==> src/rtl/player_pkg.sv <==
`default_nettype none
// ============================================================================
//  Module      : player_pkg
//  Description : Shared types, geometry defaults and the box scoring helper
//                for the player stack manager.
//  Revision    : 1.0 - initial release
// ============================================================================
package player_pkg;

    // Stack manager control states
    typedef enum logic [0:0] {
        IDLE   = 1'b0,
        UNLOAD = 1'b1
    } state_t;

    // Default box geometry in pixels
    localparam int c_BASE_HEIGHT = 30;
    localparam int c_BOX_HEIGHT  = 30;
    localparam int c_MAX_BOXES   = 4;

    // A banked box is worth 2^type points
    function automatic logic [31:0] box_points(input logic [7:0] box_type);
        return 32'd1 << box_type;
    endfunction

endpackage : player_pkg
`default_nettype wire

==> src/rtl/box_lifo.sv <==
`default_nettype none
// ============================================================================
//  Module      : box_lifo
//  Description : Typed LIFO of caught boxes. Pushes into a full stack and
//                pops from an empty one are rejected in the same cycle.
//                Pop wins if both are requested together.
//  Revision    : 1.0 - initial release
// ============================================================================
module box_lifo
    import player_pkg::*;
#(
    parameter int MAX_BOXES = c_MAX_BOXES,
    parameter int TYPE_W    = 2
) (
    input  logic              clk,
    input  logic              rst,
    input  logic              i_push,
    input  logic              i_pop,
    input  logic [TYPE_W-1:0] i_din,
    output logic [3:0]        o_count,
    output logic [TYPE_W-1:0] o_top,
    output logic              o_full
);

    localparam logic [3:0] c_MAX = 4'(MAX_BOXES);

    logic [3:0]        r_count;
    logic [TYPE_W-1:0] r_mem [MAX_BOXES];
    logic              w_do_pop;
    logic              w_do_push;
    logic [TYPE_W-1:0] w_top;

    assign w_do_pop  = i_pop && (r_count != 4'd0);
    assign w_do_push = i_push && !i_pop && (r_count != c_MAX);

    // Stack depth tracks accepted pushes and pops
    always_ff @(posedge clk or negedge rst) begin
        if (!rst) begin
            r_count <= 4'd0;
        end else if (w_do_pop) begin
            r_count <= r_count - 4'd1;
        end else if (w_do_push) begin
            r_count <= r_count + 4'd1;
        end
    end

    // Accepted push writes the slot just above the current top
    always_ff @(posedge clk or negedge rst) begin
        if (!rst) begin
            for (int i = 0; i < MAX_BOXES; i++) begin
                r_mem[i] <= '0;
            end
        end else if (w_do_push) begin
            for (int i = 0; i < MAX_BOXES; i++) begin
                if (r_count == 4'(i)) begin
                    r_mem[i] <= i_din;
                end
            end
        end
    end

    // Top-of-stack select; an empty stack reports type 0
    always_comb begin
        w_top = '0;
        for (int i = 0; i < MAX_BOXES; i++) begin
            if (r_count == 4'(i + 1)) begin
                w_top = r_mem[i];
            end
        end
    end

    assign o_count = r_count;
    assign o_top   = w_top;
    assign o_full  = (r_count == c_MAX);

endmodule : box_lifo
`default_nettype wire

==> src/rtl/player_stack_manager.sv <==
`default_nettype none
// ============================================================================
//  Module      : player_stack_manager
//  Description : Tracks the player's stack of caught boxes, derives player
//                height from stack depth and banks boxes one at a time into
//                a saturating score.
//  Revision    : 1.0 - initial release
// ============================================================================
module player_stack_manager
    import player_pkg::*;
#(
    parameter int BASE_HEIGHT  = c_BASE_HEIGHT,
    parameter int BOX_HEIGHT   = c_BOX_HEIGHT,
    parameter int MAX_BOXES    = c_MAX_BOXES,
    parameter int TYPE_W       = 2,
    parameter int UNLOAD_DELAY = 8,
    parameter int SCORE_W      = 16
) (
    input  logic               clk,
    input  logic               rst,
    input  logic               game_en,
    input  logic               box_caught,
    input  logic [TYPE_W-1:0]  box_type,
    input  logic               box_dropped_in,
    input  logic               hazard_hit,
    output logic [9:0]         current_height,
    output logic [3:0]         box_count,
    output logic [TYPE_W-1:0]  top_type,
    output logic               stack_full,
    output logic               unloading,
    output logic [SCORE_W-1:0] score,
    output logic               deposit_valid,
    output logic [TYPE_W-1:0]  deposit_type,
    output logic               overflow
);

    localparam int                 c_TMR_W     = (UNLOAD_DELAY > 1) ? $clog2(UNLOAD_DELAY) : 1;
    localparam logic [c_TMR_W-1:0] c_TMR_LOAD  = c_TMR_W'(UNLOAD_DELAY - 1);
    localparam logic [SCORE_W-1:0] c_SCORE_MAX = '1;

    state_t               r_state;
    logic [c_TMR_W-1:0]   r_timer;
    logic [SCORE_W-1:0]   r_score;
    logic                 r_deposit_valid;
    logic [TYPE_W-1:0]    r_deposit_type;
    logic                 r_overflow;
    logic                 r_caught_q;
    logic                 r_dropped_q;
    logic                 r_hazard_q;

    logic                 w_catch_e;
    logic                 w_drop_e;
    logic                 w_hazard_e;
    logic                 w_in_idle;
    logic                 w_start;
    logic [c_TMR_W-1:0]   w_timer_next;
    logic                 w_expire;
    logic                 w_deposit;
    logic                 w_push;
    logic                 w_overflow;
    logic                 w_pop;
    logic [3:0]           w_count;
    logic [TYPE_W-1:0]    w_top;
    logic                 w_full;
    logic [32:0]          w_sum;
    logic [SCORE_W-1:0]   w_score_next;

    // Edges only exist while the game runs, so a freeze also holds events off
    assign w_catch_e  = game_en && box_caught     && !r_caught_q;
    assign w_drop_e   = game_en && box_dropped_in && !r_dropped_q;
    assign w_hazard_e = game_en && hazard_hit     && !r_hazard_q;

    assign w_in_idle  = (r_state == IDLE);

    // Priority in IDLE is hazard > catch > drop; lower edges are dropped
    assign w_start    = w_in_idle && !w_hazard_e && !w_catch_e && w_drop_e && (w_count != 4'd0);
    assign w_push     = w_in_idle && !w_hazard_e && w_catch_e && !w_full;
    assign w_overflow = w_in_idle && !w_hazard_e && w_catch_e && w_full;

    // The pop is decided one cycle ahead so its result appears on the cycle
    // the timer reads zero; with a one-cycle delay the drop itself banks.
    assign w_timer_next = (w_start || (r_timer == '0)) ? c_TMR_LOAD : r_timer - c_TMR_W'(1);
    assign w_expire     = game_en && (w_start || !w_in_idle) && (w_timer_next == '0) && (w_count != 4'd0);
    assign w_deposit    = w_expire && !w_hazard_e;
    assign w_pop        = w_hazard_e || w_deposit;

    // Saturating score add, computed wide so the carry is never lost
    assign w_sum        = 33'(r_score) + {1'b0, box_points(8'(w_top))};
    assign w_score_next = (w_sum > 33'(c_SCORE_MAX)) ? c_SCORE_MAX : w_sum[SCORE_W-1:0];

    box_lifo #(
        .MAX_BOXES (MAX_BOXES),
        .TYPE_W    (TYPE_W)
    ) u_box_lifo (
        .clk     (clk),
        .rst     (rst),
        .i_push  (w_push),
        .i_pop   (w_pop),
        .i_din   (box_type),
        .o_count (w_count),
        .o_top   (w_top),
        .o_full  (w_full)
    );

    // Control FSM, unload timer, score and one-cycle event pulses
    always_ff @(posedge clk or negedge rst) begin
        if (!rst) begin
            r_state         <= IDLE;
            r_timer         <= '0;
            r_score         <= '0;
            r_deposit_valid <= 1'b0;
            r_deposit_type  <= '0;
            r_overflow      <= 1'b0;
            r_caught_q      <= 1'b0;
            r_dropped_q     <= 1'b0;
            r_hazard_q      <= 1'b0;
        end else begin
            r_deposit_valid <= 1'b0;
            r_overflow      <= 1'b0;
            if (game_en) begin
                r_caught_q  <= box_caught;
                r_dropped_q <= box_dropped_in;
                r_hazard_q  <= hazard_hit;
                r_overflow  <= w_overflow;
                if (w_deposit) begin
                    r_deposit_valid <= 1'b1;
                    r_deposit_type  <= w_top;
                    r_score         <= w_score_next;
                end
                case (r_state)
                    IDLE: begin
                        if (w_start) begin
                            r_state <= UNLOAD;
                            r_timer <= w_timer_next;
                        end
                    end
                    UNLOAD: begin
                        r_timer <= w_timer_next;
                        if (w_count == 4'd0) begin
                            r_state <= IDLE;
                        end
                    end
                    default: r_state <= IDLE;
                endcase
            end
        end
    end

    assign current_height = 10'(BASE_HEIGHT) + 10'(w_count) * 10'(BOX_HEIGHT);
    assign box_count      = w_count;
    assign top_type       = w_top;
    assign stack_full     = w_full;
    assign unloading      = (r_state == UNLOAD);
    assign score          = r_score;
    assign deposit_valid  = r_deposit_valid;
    assign deposit_type   = r_deposit_type;
    assign overflow       = r_overflow;

endmodule : player_stack_manager
`default_nettype wire

==> config.mk <==
export PLATFORM = sky130hd
export DESIGN_NAME = player_stack_manager
export DESIGN_NICKNAME = d
export VERILOG_FILES = /design/src/rtl/player_pkg.sv /design/src/rtl/box_lifo.sv /design/src/rtl/player_stack_manager.sv
export SDC_FILE = /design/constraint.sdc
export NUM_CORES = 1
export LEC_CHECK = 0
export CORE_AREA = 2 2 90 84
export CTS_CLUSTER_DIAMETER = 100
export DETAILED_ROUTE_END_ITERATION = 12
export DIE_AREA = 0 0 92 86
export SLEW_MARGIN = 20
export SYNTH_ARGS = -nofsm -noshare
export SYNTH_HDL_FRONTEND = slang
export SYNTH_HIERARCHICAL = 1
export SYNTH_SLANG_ARGS = --single-unit
==> constraint.sdc <==
create_clock -name clk -period 10.1 [get_ports clk]
set_clock_uncertainty 0.15 [all_clocks]
set_input_delay 2.02 -clock clk [delete_from_list [all_inputs] [get_ports clk]]
set_output_delay 2.02 -clock clk [all_outputs]
set_load 0.005 [all_outputs]
# Yosys cells after proc, flatten, opt, wreduce, memory -nomap -nowiden
# Index checks and enable logic that the tools add are counted.
[totals] ff_bits=39 latch_bits=0 ramBits=0 romBits=0 input_bits=8 output_inout_bits=38 wordCells=86 memories=0
[classes] add_sub_neg=5 n_mul=1 div_mod_pow=0 magnitude_cmp=1 n_eq_ne=6 shift=1 mux=16 n_bitwise=1 reduce_logical=41
[ops] op="$add A16 B32 Y33" n=1
[ops] op="$gt A33 B16 Y1 const B" n=1
[ops] op="$shl A1 B2 Y32 const A" n=1
[ops] op="$logic_and A1 B1 Y1" n=20
[ops] op="$mux W16" n=1
[ops] op="$reduce_and A2 Y1" n=6
[ops] op="$add A5 B9 Y10 const A" n=1
[ops] op="$eq A4 B2 Y1 const B" n=2
[ops] op="$mul A4 B4 Y8 const B" n=1
[ops] op="$mux W2" n=4
[ops] op="$mux W4" n=2
[ops] op="$logic_not A1 Y1" n=7
[ops] op="$logic_not A3 Y1" n=2
[ops] op="$mux W3" n=2
[ops] op="$pmux W3 S2" n=1
[ops] op="$mux W1" n=5
[ops] op="$add A4 B1 Y4 const B" n=1
[ops] op="$eq A4 B1 Y1 const B" n=1
[ops] op="$eq A4 B3 Y1 const B" n=1
[ops] op="$logic_not A4 Y1" n=1
[ops] op="$ne A4 B3 Y1 const B" n=1
[ops] op="$reduce_bool A4 Y1" n=1
[ops] op="$sub A4 B1 Y4 const B" n=1
[ops] op="$logic_or A1 B1 Y1" n=3
[ops] op="other kinds (5)" n=5

# Depth between registers and ports, before layout
# Gate-level depths: netlist of the first run.
[depth] depth_word=19 mapped_depth=15

# Modules after synthesis
# Netlist of the first run, hierarchy kept.
[modules_own_cells] module="player_stack_manager" n_inst=1 cells_per_inst=203 area_each_um2=1966.9
[modules_own_cells] module="box_lifo" n_inst=1 cells_per_inst=68 area_each_um2=747.0

# Worst setup path before layout of the first run
# No wires, ideal clock.
[synth_path] path_type="reg2out" from="reg u_box_lifo.r_count[0] (netlist: u_box_lifo/o_count[0])" to="out current_height[7]" t_arrival_ns=2.906 required_ns=7.930 slack_ns=5.024 stages_incl_launch_ff=11 path_cell_list="dfrtp_1 -> fa_1 -> inv_1 -> fa_1 -> inv_1 -> ha_1 -> a211oi_1 -> nor2_1 -> xor2_1 -> and2_1 -> xor2_1"
[synth_via] elab_chain_cells=2
[synth_rtl] item="start: declaration" line_no="box_lifo.sv:27" rtl="logic [3:0] r_count;"
[synth_rtl] item="start signal: assignment" line_no="box_lifo.sv:41" rtl="r_count <= r_count - 4'd1;"
[synth_rtl] item="start signal: assignment" line_no="box_lifo.sv:43" rtl="r_count <= r_count + 4'd1;"
[synth_rtl] item="$mul A4 B4 Y8" line_no="player_stack_manager.sv:149" rtl="assign current_height = 10'(BASE_HEIGHT) + 10'(w_count) * 10'(BOX_HEIGHT);"
[synth_rtl] item="$add A5 B9 Y10" line_no="player_stack_manager.sv:149"
[synth_rtl] item="end: declaration" line_no="player_stack_manager.sv:26" rtl="output logic [9:0] current_height,"
# Every way passes these cells.

# Worst setup path in the final report of the first run
[layout_path] from="reg u_box_lifo.r_count[2] (netlist: u_box_lifo/o_count[2])" to="out current_height[7]"
# The elaborated chain is that of the path after synthesis.

==> results of run 1 <==
==> metal layers <==
layer | routed length, µm | track usage [%]
met1 | 2730 | 20.3
met2 | 2740 | 25.7
met3 | 177 | 2.99
met4 | 27 | 3.39
met5 | 0 | 0
==> worst max-delay path, stage by stage (launching register included) <==
cell and delay, ps:
dfrtp_1 580, fa_1 600, inv_1 60, fa_1 540, inv_1 50, ha_1 270, a211oi_1 300, nor2_1 100
xor2_1 250, and2_1 200, xor2_1 150, clkdlybuf4s50_1 510
==> placed cells by master, fill, tap and decap left out, types with 6 or more instances in the layout <==
master and count:
o21ai_0 6, nand2b_1 8, mux2_2 15, a31oi_1 8, xor2_1 8, inv_1 26
and3_1 8, nor2_1 19, fa_1 6, ha_1 23, a21oi_1 14, xnor2_1 6
nand2_1 19, clkdlybuf4s50_1 43, nand3_1 9, dfrtp_1 39
==> kinds of logic after synthesis <==
kind of cell / after synthesis / share of synthesized area, %
adders and majority gates: 29 / 15.0
other: 1 / 0.138
muxes: 19 / 7.98
xor gates and xnor gates: 14 / 4.52
and+or+nand+nor: 90 / 20.0
DFF: 39 / 36.0
buffers and inverters: 31 / 4.84
AOI/OAI and AO/OA: 48 / 11.6
==> power groups by stage <==
stage | logic, mW | clock network (mW) | registers, mW
global placement | 0.814 | 0 | 0.244
floorplan | 0.483 | 0 | 0.233
CTS | 0.823 | 0.160 | 0.245
global route | 0.903 | 0.165 | 0.252
finish | 0.811 | 0.155 | 0.244
detailed placement | 0.819 | 0 | 0.247
==> stage by stage <==
step / setup WS, ps / hold slack, ps / power, mW / std cells / area (µm²)
CTS: 3970 / 328 / 1.23 / 412 / 3370
finish: 4030 / 334 / 1.21 / 412 / 3370
global placement: 4420 / 310 / 1.06 / 404 / 3240
global route: 3670 / 359 / 1.32 / 412 / 3370
detailed placement: 4290 / 302 / 1.07 / 404 / 3240
floorplan: 5020 / 281 / 0.716 / 271 / 2710
==> final cells by class <==
type / instances / area (µm²) / share of cell area (%)
clock inverters: 2 / 60.1 / 1.78
inverters: 26 / 97.6 / 2.89
clock buffers: 6 / 72.6 / 2.15
multi-input cells: 201 / 1610 / 47.6
well taps: 93 / 116 / 3.45
flip-flops and latches: 39 / 976 / 28.9
repair buffers: 45 / 443 / 13.1
==> registers in the layout (all words and copies together) (netlist names), 2 cells and up <==
name / flops
r_timer: 3
u_box_lifo/r_mem: 8
score: 16
deposit_type: 2
u_box_lifo/o_count: 4
==> final timing paths <==
path | from | endpoint | slack (ps) | cells past startpoint
max in group asynchronous | rst | deposit_valid$_DFF_PN0_ | 7530 | 1
worst min register to register | r_caught_q$_DFFE_PN0P_ | overflow$_DFF_PN0_ | 330 | 1
worst max-delay path | u_box_lifo/o_count[2]$_DFFE_PN0P_ | current_height[7] | 4030 | 11
min in group asynchronous | rst | r_timer[1]$_DFFE_PN0P_ | 1690 | 1
worst min-delay path | r_caught_q$_DFFE_PN0P_ | overflow$_DFF_PN0_ | 330 | 1
worst max register to register | u_box_lifo/o_count[0]$_DFFE_PN0P_ | score[8]$_DFFE_PN0P_ | 5860 | 14
==> metrics.md, run 1 <==
| Metric | Value |
|---|---|
| Critical path capture point type | output port |
| Wire per inst | around 14 µm |
| Worst Setup Path Type | reg2out |
| Yosys top cell by area | dfrtp_1 |
| Die X | 92 µm |
| LEAKAGE | approximately 1.5 nW |
| Outcome | completed |
| Overall Global Routing Usage | between 15 and 20% |
| Gp weighted congestion | 0.755 |
| Switching share of power | 39.3% |
| Worst-path fanout max | 14 |
| VDD IR-drop max | 0.264 mV |
| Cells after synthesis | 271 |
| Slew headroom | 38.6% |
| Layout fillers | 654 |
| Largest net degree at the start of global routing | 40 |
| Yosys reg bits | 39 |
| Synthesized cell area | 2710 µm² |
| CTS Sinks | 39 |
| Synth area leaders | dfrtp_1, ha_1, mux2_2 |
| Combinational Power Share | 67.0% |
| ANT nets after route | 0 |
| RSZ-0062 raised after global routing | no |
| I/O pins | 46 |
| 1st-iter DRT viols | 70 |
| Syn nets | 308 |
| Buffers on Ports | 44 |
| Initial antenna violation count | 0 |
| TritonCTS clock tree | done |
| Max Buffers Root-to-Sink | 2 |
| FP Rows | 29 |
| Die Y-Extent | approximately 86 µm |
| Hold bufs inserted after CTS | 0 |
| Final nets | 355 |
| Max-cap violation count | 0 |
| Minimum clock period | 6070 ps |
| Via count | approximately 2.1k |
| Critical Path Start Type | flip-flop |
| Worst slew pin tran | around 910 ps |
| Total grt overflow | 0 |
| CTS clock-pin slew for the worst setup and hold paths | about 80 ps |
| Final Hold Vio Count | 0 |
| H-tree depth | 2 |
| Detail Placement HPWL | 4270 µm |
| Slew Limit Fails | 0 |
| First-pass GRT wire length | between 9000 and 10000 µm |
| Psw | 0.475 mW |
| Post-CTS Setup Inserts | 0 |
| Async SR Flop Fraction | 100% |
| Area grow syn2layout | 24.3% |
| Power Dens Cells | ~360 nW/µm² |
| EDFF count, synth | 0 |
| Core area | 6890 µm² |
| Sequential share of power | about a fifth |
| DRC | 0 |
| Hold WC Path Type | reg2reg |
| CP arrival | 3900 ps |
| Seq/Total Area, Yosys | 36.0% |
| Period utilisation layout | between 60% and 70% |
| CTS Buf Count | 5 |
| Power Internal | 0.735 mW |
| Number of distinct library cells after synthesis | between 50 and 60 |
| WP data required | 7930 ps |
| Clk pwr share | 12.8% |
| Starting Density | slightly below 40% |
| Layout cells sized above 1 | 10.3% |
| Vias/cell | 5.06 |
| Synth Warn # | 6 |
| Max Clk Rate | between 150 and 200 MHz |
| Final setup violation count | 0 |
| Skew-Pair Late Insertion Delay | 290 ps |
| Top-area cell type share of the netlist area | a little over a third |
| Drt total wl | 5670 µm |
| Syn Area/Cell | 10.0 µm² |
| Most common cell in the netlist | dfrtp_1 |
| Top FF cell, synth | dfrtp_1 |
| Die footprint | 7910 µm² |
| Pre-Repair DR Iteration Count | 4 |
| Vias in the first global route | 2032 |
| Top post-synthesis cells by count | dfrtp_1, inv_1, ha_1 |
| Post-CTS resize count | 0 |
| Layout Utilization | 48.9% |
| Clock Tree Root | clkbuf_8 |
| ANT cells | 0 |
| Final setup TNS | 0 ps |
Power figures use the tool's default switching activity.
==> run 2: changes to the inputs <==
==> constraint.sdc (replaced) <==
create_clock -name clk -period 6 [get_ports clk]
set_clock_uncertainty 0.15 [all_clocks]
set_input_delay 1.2 -clock clk [delete_from_list [all_inputs] [get_ports clk]]
set_output_delay 1.2 -clock clk [all_outputs]
set_load 0.005 [all_outputs]
==> run 2 against run 1 <==
Compared with the run above: count of clock-buffer cells in the layout unchanged; final cell count did not move; wire length shrank 0.63%; non-clock buffer count unchanged; setup slack got worse by 3300 ps; utilization decreased by 0.69 points; global-route usage is 0.23 points higher; critical path depth did not move; clock power is 14% higher.
==> metrics.md, run 2 (synthesis results as in run 1) <==
| Metric | Value |
|---|---|
| Outcome | completed |
| Power Dens Cells | 586 nW/µm² |
| Critical Path Start Type | flip-flop |
| Post-CTS resize count | 0 |
| Vias in the first global route | 2072 |
| Largest net degree at the start of global routing | 40 |
| Crit path cell chain | fa_1, inv_1, fa_1, inv_1, ha_1, a211oi_1, nor2_1, xor2_1, and2_1, xor2_1, clkdlybuf4s50_1 |
| CP arrival | 3900 ps |
| Initial antenna violation count | 0 |
| Max Buffers Root-to-Sink | 2 |
| Placed cells | between 400 and 500 |
| Die footprint | 7910 µm² |
| Overall Global Routing Usage | 15.4% |
| Worst slew pin tran | between 900 and 1000 ps |
| Max Clk Rate | 191 MHz |
| Slew headroom | a little under two fifths |
| Non-Filler Instances | 412 |
| Layout cells sized above 1 | 10.3% |
| Place WS | 1050 ps |
| First-pass GRT wire length | 9850 µm |
| Buf+Inv Stages, Crit Path | 3 |
| Skew-Pair Late Insertion Delay | 290 ps |
| VDD IR-drop max | 0.466 mV |
| H-tree depth | 2 |
| Worst-path fanout max | 14 |
| R2r startpoint | u_box_lifo/o_count[0]$_DFFE_PN0P_ |
| Finished Cell Area | around 3300 µm² |
| Via count | just over 2k |
| Hold bufs inserted after CTS | 0 |
| Post-CTS Setup Inserts | 0 |
| FP Rows | 29 |
| 1st-iter DRT viols | 55 |
| Gp weighted congestion | roughly 0.75 |
| Setup slack after layout | 751 ps |
| DRC | 0 |
| WP data required | 4650 ps |
| Slew Limit Fails | 0 |
| Vias/cell | 4.96 |
| ANT cells | 0 |
| LEAKAGE | 1.53 nW |
| Core area | slightly below 7000 µm² |
| Die X | roughly 92 µm |
| Post-DP Area | about 3200 µm² |
| Slowest Stage Delay on Critical Path | ~610 ps |
| Die Y-Extent | 86 µm |
| TritonCTS clock tree | done |
| Final setup TNS | 0 ps |
| Layout fillers | ~660 |
| Pre-Repair DR Iteration Count | 4 |
| Hold Crit Start | r_caught_q$_DFFE_PN0P_ |
| Layout Utilization | 48.2% |
| Final Hold Vio Count | 0 |
| Total grt overflow | 0 |
| Detail Placement HPWL | about 4200 µm |
| Wire per inst | 13.7 µm |
| Area grow syn2layout | 22.5% |
| I/O pins | between 40 and 50 |
| Max-cap violation count | 0 |
| CTS Sinks | 39 |
| Drt total wl | 5640 µm |
| Period utilisation layout | 87.5% |
| Starting Density | 39.4% |
| Critical path capture point type | output port |
| Crit path max-delay family | adder cells |
| Hold WC Path Type | reg2reg |
| Largest register FFs | 16 |
| CTS clock-pin slew for the worst setup and hold paths | 80 ps |
| Commonest non-fill, non-tap cell in the layout | clkdlybuf4s50_1 |
| CP Launch Point | u_box_lifo/o_count[2]$_DFFE_PN0P_ |
| Final setup violation count | 0 |
| Commonest non-fill, non-tap cells in the layout | clkdlybuf4s50_1, dfrtp_1, inv_1 |
| RSZ-0062 raised after global routing | no |
| Worst Setup Path Type | reg2out |
| Final nets | between 300 and 400 |
| Worst path slowest cell | fa_1 |
| Clock Tree Root | clkbuf_8 |
| CTS Buf Count | 5 |
| Buffers on Ports | 44 |
| Minimum clock period | 5250 ps |
| ANT nets after route | 0 |
==> run 2: cell types whose count changed in the layout (fill, tap and decap cells not counted) <==
cell,delta
bufinv_16,-2
clkinv_2,+1
clkinvlp_4,+1
==> run 2: worst paths after layout <==
| check | slack, ps | depth (start not counted) | endpoint |
|---|---|---|---|
| min reg2reg | 330 | 1 | overflow$_DFF_PN0_ |
| min | 330 | 1 | overflow$_DFF_PN0_ |
| max in group asynchronous | 4270 | 1 | deposit_valid$_DFF_PN0_ |
| min in group asynchronous | 870 | 1 | r_dropped_q$_DFFE_PN0P_ |
| max reg2reg | 1750 | 14 | score[8]$_DFFE_PN0P_ |
| max | 750 | 11 | current_height[7] |
==> run 2: area by class of cell <==
cell class | instances | area (µm²) | area share, %
multi-input combinational | 201 | 1610 | 48.3
sequential | 39 | 976 | 29.4
clock buffer | 6 | 72.6 | 2.18
tap | 93 | 116 | 3.50
timing repair buffer | 45 | 443 | 13.3
clock inverter | 2 | 12.5 | 0.376
inverter | 26 | 97.6 | 2.94
==> run 2: per-layer routing <==
metal	vias to the layer above	share of wire [%]	global-route usage, %
met5	-	0	0
met4	0	0.57	3.66
met3	2	3.5	3.34
met2	31	47	25.7
met1	967	49	20.7
li1	1042	-	-
==> run 2: through the flow <==
stage	hold slack [ps]	power (mW)
finish	332	1.95
floorplan	281	1.21
detailed placement	297	1.79
global route	363	2.14
CTS	326	1.97
global placement	310	1.78
==> run 2: power by group <==
group	switching [mW]	internal, mW	total [mW]
clock	0.0945	0.0814	0.176
sequential	0.0870	0.323	0.410
combinational	0.615	0.746	1.36
total	0.796	1.15	1.95
==> run 3: changes to the inputs <==
--- a/config.mk
+++ b/config.mk
@@ -9,6 +9,7 @@
 export CTS_CLUSTER_DIAMETER = 100
 export DETAILED_ROUTE_END_ITERATION = 12
 export DIE_AREA = 0 0 92 86
+export GPL_TIMING_DRIVEN = 0
 export SLEW_MARGIN = 20
 export SYNTH_ARGS = -nofsm -noshare
 export SYNTH_HDL_FRONTEND = slang
==> run 3 against run 2 <==
Compared with the run above: clock power about the same; total power grew 0.63%; largest cell class unchanged; first-iteration DRC count up 31%.
==> metrics.md, run 3 (synthesis results as in run 1) <==
| Metric | Value |
|---|---|
| Slew headroom | 45.7% |
| Post-CTS resize count | 0 |
| ANT cells | 0 |
| Worst slew pin tran | roughly 810 ps |
| DRC | 0 |
| WP data required | about 4700 ps |
| CTS Sinks | 39 |
| Vias in the first global route | approximately 2.0k |
| Psw | 0.799 mW |
| LEAKAGE | 1.55 nW |
| Die X | 92 µm |
| VDD IR-drop max | approximately 0.50 mV |
| Initial antenna violation count | 0 |
| Hold Slack | 336 ps |
| Combinational Power Share | a little over two thirds |
| Total grt overflow | 0 |
| Crit path max-delay family | adder cells |
| Gp weighted congestion | 0.759 |
| Final setup violation count | 0 |
| Layout cells sized above 1 | 11.1% |
| Die Y-Extent | 86 µm |
| Final Hold Vio Count | 0 |
| Hold WC Path Type | reg2reg |
| Commonest non-fill, non-tap cell in the layout | clkdlybuf4s50_1 |
| Max-cap violation count | 0 |
| Switching share of power | 40.8% |
| Post-CTS Setup Inserts | 0 |
| Power Internal | 1.16 mW |
| Minimum clock period | 5330 ps |
| Buffers on Ports | 44 |
| RSZ-0062 raised after global routing | no |
| Detail Placement HPWL | roughly 4300 µm |
| Clk pwr share | 9.1% |
| Period utilisation layout | 88.8% |
| Wire per inst | 13.6 µm |
| Die footprint | 7910 µm² |
| Worst Setup Path Type | reg2out |
| Non-Filler Instances | between 400 and 500 |
| Skew-Pair Late Insertion Delay | 300 ps |
| Sequential share of power | just over 20% |
| Core area | between 6000 and 7000 µm² |
| Starting Density | 39.4% |
| Place WS | 975 ps |
| Critical Path Start Type | flip-flop |
| Power Dens Cells | 580 nW/µm² |
| Final nets | 360 |
| ANT nets after route | 0 |
| Placed cells | roughly 410 |
| CP arrival | a little under 4000 ps |
| Overall Global Routing Usage | 15.6% |
| TritonCTS clock tree | done |
| Vias/cell | 5.03 |
| Max Clk Rate | 188 MHz |
| Clock Tree Root | clkbuf_8 |
| Hold bufs inserted after CTS | 0 |
| Post-DP Area | about 3300 µm² |
| Via count | 2099 |
| H-tree depth | 2 |
| Worst-path fanout max | 12 |
| Buf+Inv Stages, Crit Path | 3 |
| CTS Buf Count | 5 |
| Crit path cell chain | fa_1, inv_1, fa_1, inv_1, ha_1, a211oi_1, nor2_1, xor2_1, and2_1, xor2_1, clkdlybuf4s50_1 |
| Finished Cell Area | 3380 µm² |
| Pre-Repair DR Iteration Count | 4 |
| Area grow syn2layout | 24.5% |
| Outcome | completed |
| Critical path capture point type | output port |
| First-pass GRT wire length | 9890 µm |
| FP Rows | 29 |
| Setup slack after layout | 671 ps |
| CTS clock-pin slew for the worst setup and hold paths | 80 ps |
| Slowest Stage Delay on Critical Path | 630 ps |
| Largest register FFs | 16 |
| Max Buffers Root-to-Sink | 2 |
| Final setup TNS | 0 ps |
| Slew Limit Fails | 0 |
| Largest net degree at the start of global routing | 23 |
| 1st-iter DRT viols | between 70 and 80 |
| Drt total wl | 5670 µm |
| Worst path slowest cell | fa_1 |
| Commonest non-fill, non-tap cells in the layout | clkdlybuf4s50_1, dfrtp_1, inv_1 |
| I/O pins | 46 |
run 3: changes by cell type in the layout (fill, tap and decap cells not counted), sizes merged:
cell,delta
buf,+3
clkbuf,+2
run 3: stage by stage:
stage	util (%)	power, mW
floorplan	-	1.21
global placement	47.4	1.78
detailed placement	47.8	1.80
CTS	49.0	1.98
global route	49.0	2.15
finish	49.0	1.96
run 3: final timing paths:
path | startpoint | to | slack [ps] | cells past startpoint
max in group asynchronous | rst | u_box_lifo/r_mem[4]$_DFFE_PN0P_ | 4540 | 2
worst max-delay path | u_box_lifo/o_count[0]$_DFFE_PN0P_ | current_height[7] | 670 | 11
min in group asynchronous | rst | r_timer[2]$_DFFE_PN0P_ | 690 | 1
worst max register to register | u_box_lifo/o_count[0]$_DFFE_PN0P_ | score[12]$_DFFE_PN0P_ | 1880 | 14
worst min register to register | r_caught_q$_DFFE_PN0P_ | overflow$_DFF_PN0_ | 340 | 1
worst min-delay path | r_caught_q$_DFFE_PN0P_ | overflow$_DFF_PN0_ | 340 | 1
run 3: area by class of cell:
class | count | area [µm²]
Buffer | 5 | 33.8
Clock buffer | 6 | 72.6
Clock inverter | 2 | 12.5
Fill cell | 677 | 3520
Inverter | 26 | 97.6
Multi-Input combinational cell | 201 | 1610
Sequential cell | 39 | 976
Tap cell | 93 | 116
Timing Repair Buffer | 45 | 463
run 3: power by group through the flow:
stage          Combinational [mW]  Clock (mW)  Sequential [mW]
2_1_floorplan               0.814           0            0.392
3_3_place_gp                 1.37           0            0.410
3_5_place_dp                 1.39           0            0.411
4_1_cts                      1.40       0.183            0.407
5_1_grt                      1.54       0.195            0.418
6_report                     1.38       0.179            0.405
run 3: layer usage:
metal  vias up  GRT usage, %  share of wire (%)
met5         -             0                  0
met4         0          5.16                1.1
met3         7          2.99                4.1
met2        46          22.9                 45
met1       994          23.2                 50
li1       1052             -                  -
